==> src/rtl/clk_ui_pkg.sv <==
// Shared definitions for the clock user-interface blocks.
// Holds the button channel FSM state type, the channel index constants
// (bit 0 = sec, bit 1 = min, bit 2 = hour) and the default channel count.
package clk_ui_pkg;

  typedef enum logic [1:0] {
    ST_IDLE   = 2'd0,
    ST_HELD   = 2'd1,
    ST_REPEAT = 2'd2
  } btn_state_t;

  localparam int BTN_SEC      = 0;
  localparam int BTN_MIN      = 1;
  localparam int BTN_HOUR     = 2;
  localparam int NBTN_DEFAULT = 3;

  function automatic int max_int(input int a, input int b);
    return (a > b) ? a : b;
  endfunction

endpackage

==> src/rtl/btn_channel.sv <==
// One time-set button channel: 2-FF synchronizer, debounce, rising-edge
// one-shot and hold-to-auto-repeat.
// Ports:
//   clk, reset  - system clock, synchronous active-high reset
//   open        - 1 = clock running, presses ignored; 0 = set mode
//   btn_raw     - asynchronous raw button, active-high
//   add_pulse   - registered one-cycle increment request
//   btn_level   - debounced button level
//   state       - current FSM state (debug / checker visibility)
module btn_channel
  import clk_ui_pkg::*;
#(
  parameter int DEBOUNCE_CYCLES = 1000000,
  parameter int REPEAT_DELAY    = 50000000,
  parameter int REPEAT_PERIOD   = 10000000
) (
  input  logic       clk,
  input  logic       reset,
  input  logic       open,
  input  logic       btn_raw,
  output logic       add_pulse,
  output logic       btn_level,
  output btn_state_t state
);

  localparam int CW     = $clog2(DEBOUNCE_CYCLES);
  localparam int TW_RAW = $clog2(max_int(REPEAT_DELAY, REPEAT_PERIOD));
  localparam int TW     = (TW_RAW < 1) ? 1 : TW_RAW;

  localparam logic [CW-1:0] DB_LAST    = CW'(DEBOUNCE_CYCLES - 1);
  localparam logic [TW-1:0] DELAY_LAST = TW'(REPEAT_DELAY - 1);
  localparam logic [TW-1:0] PER_LAST   = TW'(REPEAT_PERIOD - 1);

  logic          sync1;
  logic          sync2;
  logic          stable;
  logic          stable_d;
  logic [CW-1:0] cnt;
  logic [TW-1:0] timer;
  logic [TW-1:0] timer_nxt;
  btn_state_t    state_nxt;
  logic          pulse_nxt;
  logic          rise;

  // Synchronizer and debounce. The counter only advances while the
  // synchronized level disagrees with the accepted level, so any glitch
  // shorter than the debounce window collapses back to zero.
  always_ff @(posedge clk) begin
    if (reset) begin
      sync1    <= 1'b0;
      sync2    <= 1'b0;
      stable   <= 1'b0;
      stable_d <= 1'b0;
      cnt      <= '0;
    end else begin
      sync1    <= btn_raw;
      sync2    <= sync1;
      stable_d <= stable;
      if (sync2 == stable) begin
        cnt <= '0;
      end else if (cnt == DB_LAST) begin
        stable <= sync2;
        cnt    <= '0;
      end else begin
        cnt <= cnt + 1'b1;
      end
    end
  end

  assign rise      = stable & ~stable_d;
  assign btn_level = stable;

  // State register (also registers the pulse so add_pulse is glitch-free).
  always_ff @(posedge clk) begin
    if (reset) begin
      state     <= ST_IDLE;
      timer     <= '0;
      add_pulse <= 1'b0;
    end else begin
      state     <= state_nxt;
      timer     <= timer_nxt;
      add_pulse <= pulse_nxt;
    end
  end

  // Next-state and timer. Only a fresh rise while in set mode starts a
  // sequence, so dropping open while already held never fires.
  always_comb begin
    state_nxt = state;
    timer_nxt = timer;
    unique case (state)
      ST_IDLE: begin
        if (rise && !open) begin
          state_nxt = ST_HELD;
          timer_nxt = '0;
        end
      end
      ST_HELD: begin
        if (!stable || open) begin
          state_nxt = ST_IDLE;
        end else if (timer == DELAY_LAST) begin
          state_nxt = ST_REPEAT;
          timer_nxt = '0;
        end else begin
          timer_nxt = timer + 1'b1;
        end
      end
      ST_REPEAT: begin
        if (!stable || open) begin
          state_nxt = ST_IDLE;
        end else if (timer == PER_LAST) begin
          timer_nxt = '0;
        end else begin
          timer_nxt = timer + 1'b1;
        end
      end
      default: begin
        state_nxt = ST_IDLE;
        timer_nxt = '0;
      end
    endcase
  end

  // Pulse request for the coming edge.
  always_comb begin
    pulse_nxt = 1'b0;
    unique case (state)
      ST_IDLE:   pulse_nxt = rise && !open;
      ST_HELD:   pulse_nxt = stable && !open && (timer == DELAY_LAST);
      ST_REPEAT: pulse_nxt = stable && !open && (timer == PER_LAST);
      default:   pulse_nxt = 1'b0;
    endcase
  end

endmodule

==> src/rtl/set_btn_ctrl.sv <==
// Time-set button conditioner: one btn_channel per button, outputs are
// single-cycle pulses synchronous to clk, suppressed while open=1.
// Ports:
//   clk, reset     - system clock, synchronous active-high reset
//   open           - 1 = clock running; 0 = set mode
//   btn_raw        - raw buttons (bit 0 sec, bit 1 min, bit 2 hour)
//   add_pulse      - one-cycle increment request per channel
//   btn_level      - debounced levels
//   repeat_active  - 1 while the channel is auto-repeating
module set_btn_ctrl
  import clk_ui_pkg::*;
#(
  parameter int NBTN            = NBTN_DEFAULT,
  parameter int DEBOUNCE_CYCLES = 1000000,
  parameter int REPEAT_DELAY    = 50000000,
  parameter int REPEAT_PERIOD   = 10000000
) (
  input  logic            clk,
  input  logic            reset,
  input  logic            open,
  input  logic [NBTN-1:0] btn_raw,
  output logic [NBTN-1:0] add_pulse,
  output logic [NBTN-1:0] btn_level,
  output logic [NBTN-1:0] repeat_active
);

  btn_state_t chan_state [NBTN];

  for (genvar i = 0; i < NBTN; i++) begin : g_chan
    btn_channel #(
      .DEBOUNCE_CYCLES(DEBOUNCE_CYCLES),
      .REPEAT_DELAY   (REPEAT_DELAY),
      .REPEAT_PERIOD  (REPEAT_PERIOD)
    ) u_chan (
      .clk      (clk),
      .reset    (reset),
      .open     (open),
      .btn_raw  (btn_raw[i]),
      .add_pulse(add_pulse[i]),
      .btn_level(btn_level[i]),
      .state    (chan_state[i])
    );

    // Direct decode of the channel's state flops.
    assign repeat_active[i] = (chan_state[i] == ST_REPEAT);
  end

endmodule

==> config.mk <==
export PLATFORM = sky130hd
export DESIGN_NAME = set_btn_ctrl
export DESIGN_NICKNAME = d
export VERILOG_FILES = /design/src/rtl/clk_ui_pkg.sv /design/src/rtl/btn_channel.sv /design/src/rtl/set_btn_ctrl.sv
export SDC_FILE = /design/constraint.sdc
export NUM_CORES = 1
export LEC_CHECK = 0
export ABC_AREA = 1
export CAP_MARGIN = 20
export CORE_ASPECT_RATIO = 0.7
export CORE_MARGIN = 2
export CORE_UTILIZATION = 60
export CTS_CLUSTER_SIZE = 12
export DETAILED_ROUTE_END_ITERATION = 12
export PLACE_DENSITY = 0.76
export SLEW_MARGIN = 20
export SYNTH_ARGS = -nofsm -noshare
export SYNTH_HDL_FRONTEND = slang
export SYNTH_SLANG_ARGS = --single-unit
==> constraint.sdc <==
create_clock -name clk -period 4.5 [get_ports clk]
set_input_delay 1.35 -clock clk [delete_from_list [all_inputs] [get_ports clk]]
set_output_delay 1.35 -clock clk [all_outputs]
set_load 0.05 [all_outputs]
Word level (Yosys, flattened, before mapping)
Index checks and enable logic that the tools add are counted.
Cells by class
  muxes and demuxes: 36
  bitwise gates (word level): 9
  reductions and logical operators: 34
  equality and inequality tests: 33
  $add $sub $neg: 6
Operators with widths (count)
  two-way mux 26 bit: 15
  one-hot mux 26 bit (3 select lines): 3
  adder 26 x 1 -> 26 bit (second input constant): 3
  equality test 26 x 24 -> 1 bit (second input constant): 3
  equality test 26 bit (second input constant): 3
  adder 20 x 1 -> 20 bit (second input constant): 3
  equality test 20 bit (second input constant): 3
  two-way mux 2 bit: 12
  one-hot mux 2 bit (3 select lines): 3
  AND reduction 3 bit: 6
  logical AND 1 bit: 12
  inequality test 2 x 1 -> 1 bit (second input constant): 6
  inequality test 2 bit (second input constant): 6
  inequality test 3 x 1 -> 1 bit (second input constant): 3
  one-hot mux 1 bit (3 select lines): 3
  OR reduction 3 bit: 3
  equality test 2 x 1 -> 1 bit (second input constant): 3
  equality test 2 bit (second input constant): 3
  zero test 2 bit: 3
  inverter 1 bit: 6
  AND reduction 2 bit: 3
  zero test 1 bit: 4
  bitwise AND 1 bit: 3
  equality test 1 bit: 3
  logical OR 1 bit: 3
Storage, ports and cells
  word-level logic and storage cells: 142
  input bits: 6
  flip-flop bits (word level): 159

Logic depth before layout (Yosys ltp)
  depth in word-level cells: 5
  mapped depth: 13
  gate-level depth less buffers: 12

Modules after synthesis
A second synthesis with hierarchy kept.
Second synthesis, totals
  cells, all modules: 1485
  area total of the unflattened synthesis: 9552.9 um^2
By module, submodules not included
  btn_channel at g_chan[1].u_chan: area each 3360.7 um^2, seq. area each 1061.0 um^2, instances 1, cells an instance 531
  btn_channel at g_chan[0].u_chan: area each 3226.8 um^2, seq. area each 1061.0 um^2, instances 1, cells an instance 518
  btn_channel at g_chan[2].u_chan: area each 2935.3 um^2, seq. area each 1061.0 um^2, instances 1, cells an instance 430
  set_btn_ctrl: area each 30.0 um^2, seq. area each 0.0 um^2, instances 1, cells an instance 6

Worst setup path before layout
No wires, ideal clock.
  kind: input port to flip-flop
  from: input open
  to: register g_chan[0].u_chan.timer[9]
  data required time: 4383 ps
  library setup time: 117 ps
  stages: 9
  path slack: 2013 ps
  arrival: 2370 ps
  buffers on the path: 1
  cells stage by stage: inv_1 -> nand2_1 -> o21ai_2 -> nand2_2 -> inv_2 -> buf_2 -> nand3_1 -> o22ai_1 -> nor2_2
On the way
  longest elaborated chain between the ends: 4
  elaborated cells between the ends (all ways): 7
Ends and longest elaborated chain
  start: declaration: RTL line set_btn_ctrl.sv:20  | input logic open,
  zero test 1 bit: RTL line btn_channel.sv:93  | if (rise && !open) begin
  logical AND 1 bit: RTL line btn_channel.sv:93
  inequality test 2 x 1 -> 1 bit (no source line)
  AND reduction 3 bit (no source line) *
  end signal: assignment: RTL line btn_channel.sv:81  | timer <= timer_nxt;
  end: declaration: RTL line btn_channel.sv:39  | logic [TW-1:0] timer;
Every way passes the cells marked *; elsewhere a longest branch is shown, timed or not.
A chain may end at the register's enable or synchronous reset.

Worst setup path after layout
  from: register g_chan[2].u_chan.state[0]
  to: output repeat_active[2]
On the way
  longest elaborated chain between the ends: 1
Ends and longest elaborated chain
  start: declaration: RTL line btn_channel.sv:23  | output btn_state_t state
  start signal: assignment: RTL line btn_channel.sv:80  | state <= state_nxt;
  equality test 2 bit: RTL line set_btn_ctrl.sv:45  | assign repeat_active[i] = (chan_state[i] == ST_REPEAT);
  end: declaration: RTL line set_btn_ctrl.sv:24  | output logic [NBTN-1:0] repeat_active
No other way between the ends.

==> results.toml <==
[place]
gp_congestion = 0.920
post_dp_cell_area_mm2 = 0.00878
placed_cells = 1441
dpl.hpwl_um = 13000
io_buffers = 14

[floorplan]
rows = 36
dieArea_mm2 = 0.0153
die_w_um = 147
io_pins = 15
fp.coreArea_mm2 = 0.0140
initial_utilization = 0.616
die_h_um = 104

[final_layout]
area_delta_synth_final_pct = 8.92
diodes = 0
final_cell_mix = "nand2_1, nor2_1, inv_1"
final_common_cell = "nand2_1"
nNetsFinal = 1296
stdcell_area_mm2 = 0.00936
finalNonFillerCells = 1472
final_util = 0.671
drive_gt1_frac = 0.0764

[setup_path]
cp_data_required_time_ns = 3.15
crit_arrival_ns = 1.96
critPathCaptureType = "output port"
crit_fanout = 5
critical_path_class = "register to output port"
cp-startpoint = "g_chan[2].u_chan.state[0]$_SDFFE_PP0P_"
worstSetupStartpointType = "register"
r2r_start = "g_chan[1].u_chan.state[0]$_SDFFE_PP0P_"

[clock_tree]
ctsResizeCount = 0
cts_hold_buffers = 0
clock_path_buffers = 2
htreeDepth = 4
cts_buffers = 17
clock_latency_ns = 0.44
cts_tree = "yes"
clk_pin_slew_worst_paths_ns = 0.06
clock-root-buffer = "clkbuf_16"
cts_post_setup_buffers_inserted = 0
cts_num_sinks = 159

[sta]
slew_violations = 0
tightest_slew_ns = 0.798
rsz0062_at_grt = "no"
timing.final.crit_share = 0.736
finClkSkew_ns = 0.0105
setup_viol = 0
finalHoldViolations = 0
relSlewSlack = 0.467
fin_setup_tns_ns = 0
fmaxAchievable_ghz = 0.302
period_needed_ns = 3.31

[synthesis]
synth_top_family_by_area = "simple AND/OR/NAND/NOR gates"
ys_ff_latch = 159
synth_cell_types = 39
synth_fa_ha_area_frac = 0.0291
yosysSeqAreaShare = 0.370
syn-num-nets = 1285
avgSynthCellArea_um2 = 6.83
muxShareOfSynthArea = 0
ys_warn_count = 0
synth_area_leaders = "dfxtp_1, nand2_1, nor2_1"
async_reset_ff_frac = 0
synth_xor_area_frac = 0.0591
yosysTopAreaCell = "dfxtp_1"
synth_flop_cell = "dfxtp_1"
synth_top_area_frac = 0.370
yosys.area_share.simple = 0.387
synth-edff-count = 0
synth_compound_area_frac = 0.0557
synth_area_mm2 = 0.00860
synthCells = 1259

[min_path]
min_from = "g_chan[0].u_chan.sync1$_SDFF_PP0_"
min_path_type = "register to register"

[job]
drv_cap = 0

[routing]
ant_nets = 0
wirelength_um = 18300
drtPass1Iterations = 5
drc = 0
wl_per_cell_um = 12.4
drt_iter0_drc = 733
num_vias = 7688
routed_via_density = 5.22

[power_and_ir_drop]
power.density_mw_per_mm2 = 317
leakage_nw = 3.34
ir_drop_mv = 0.292
power.total_mw = 2.97

[global_route]
grt_max_degree = 26
grt_use_total = 0.253
grt_pass1_vias = 6908
grt_first_pass_wirelength_um = 32000
antenna_found_initial = 0
grt-ovfl-total = 0

[run_status]
status = "finished clean"
routing by layer:
layer	share of wire	track usage	vias to the layer above
li1	-	-	4024
met4	0.016	0.0852	0
met2	0.41	0.366	169
met3	0.049	0.0509	26
met5	0	0	-
met1	0.53	0.375	3469
worst max-delay path, stage by stage, from the launching register on:
cell,delay (ns)
dfxtp_1,0.34
inv_1,0.08
ha_1,0.26
clkdlybuf4s50_1,0.84
Yosys cell counts (20+ instances only):
cell type,number
o21ai_0,24
nand4_1,44
nand3_1,84
xor2_1,46
a21oi_1,43
inv_1,169
dfxtp_1,159
nor3_1,43
nand2_1,247
ha_1,20
nor2_1,239
nor2_2,28
layout make-up:
| type | instances | area (um2) |
|---|---|---|
| clock buffers | 19 | 443 |
| flip-flops and latches | 159 | 3180 |
| well taps | 190 | 238 |
| inverters | 171 | 642 |
| multi-input cells | 905 | 4570 |
| clock inverters | 12 | 136 |
| repair buffers | 16 | 155 |
| fillers | 1246 | 4600 |
state kept, by name, summed over array words and instances (netlist names):
name / cells
g_chan.u_chan.stable_d: 3
g_chan.u_chan.state: 6
g_chan.u_chan.sync2: 3
g_chan.u_chan.sync1: 3
g_chan.u_chan.add_pulse: 3
g_chan.u_chan.timer: 78
g_chan.u_chan.cnt: 60
g_chan.u_chan.btn_level: 3
report_power, final:
part	leakage [nW]	internal (mW)	switching, mW
Sequential	1.28	1.42	0.00731
Clock	0.276	0.831	0.590
Combinational	1.79	0.0340	0.0907
Total	3.34	2.28	0.688
through the flow:
| stage | setup WS (ns) | hold slack (ns) |
|---|---|---|
| after floorplan | 2.01 | 0.388 |
| after global routing | 1.11 | 0.430 |
| after detailed placement | 0.966 | 0.397 |
| after global placement | 1.08 | 0.396 |
| final | 1.19 | 0.405 |
| after CTS | 1.17 | 0.407 |
worst paths after layout:
kind,cells past startpoint,end,slack [ns]
setup / recovery,3,repeat_active[2],1.19
hold / removal,2,g_chan[0].u_chan.sync2$_SDFF_PP0_,0.41
setup reg to reg,12,g_chan[1].u_chan.timer[23]$_SDFFE_PP0P_,2.25
hold reg to reg,2,g_chan[0].u_chan.sync2$_SDFF_PP0_,0.41
cells by family after synthesis:
kind of cell | after synthesis
buffers and inverters | 195
AO/OA/AOI/OAI | 87
AND/OR/NAND/NOR | 740
XOR/XNOR | 58
flip-flops | 159
adder cells (fa/ha/maj) | 20
No activity file was read; power rests on OpenSTA's default activity.
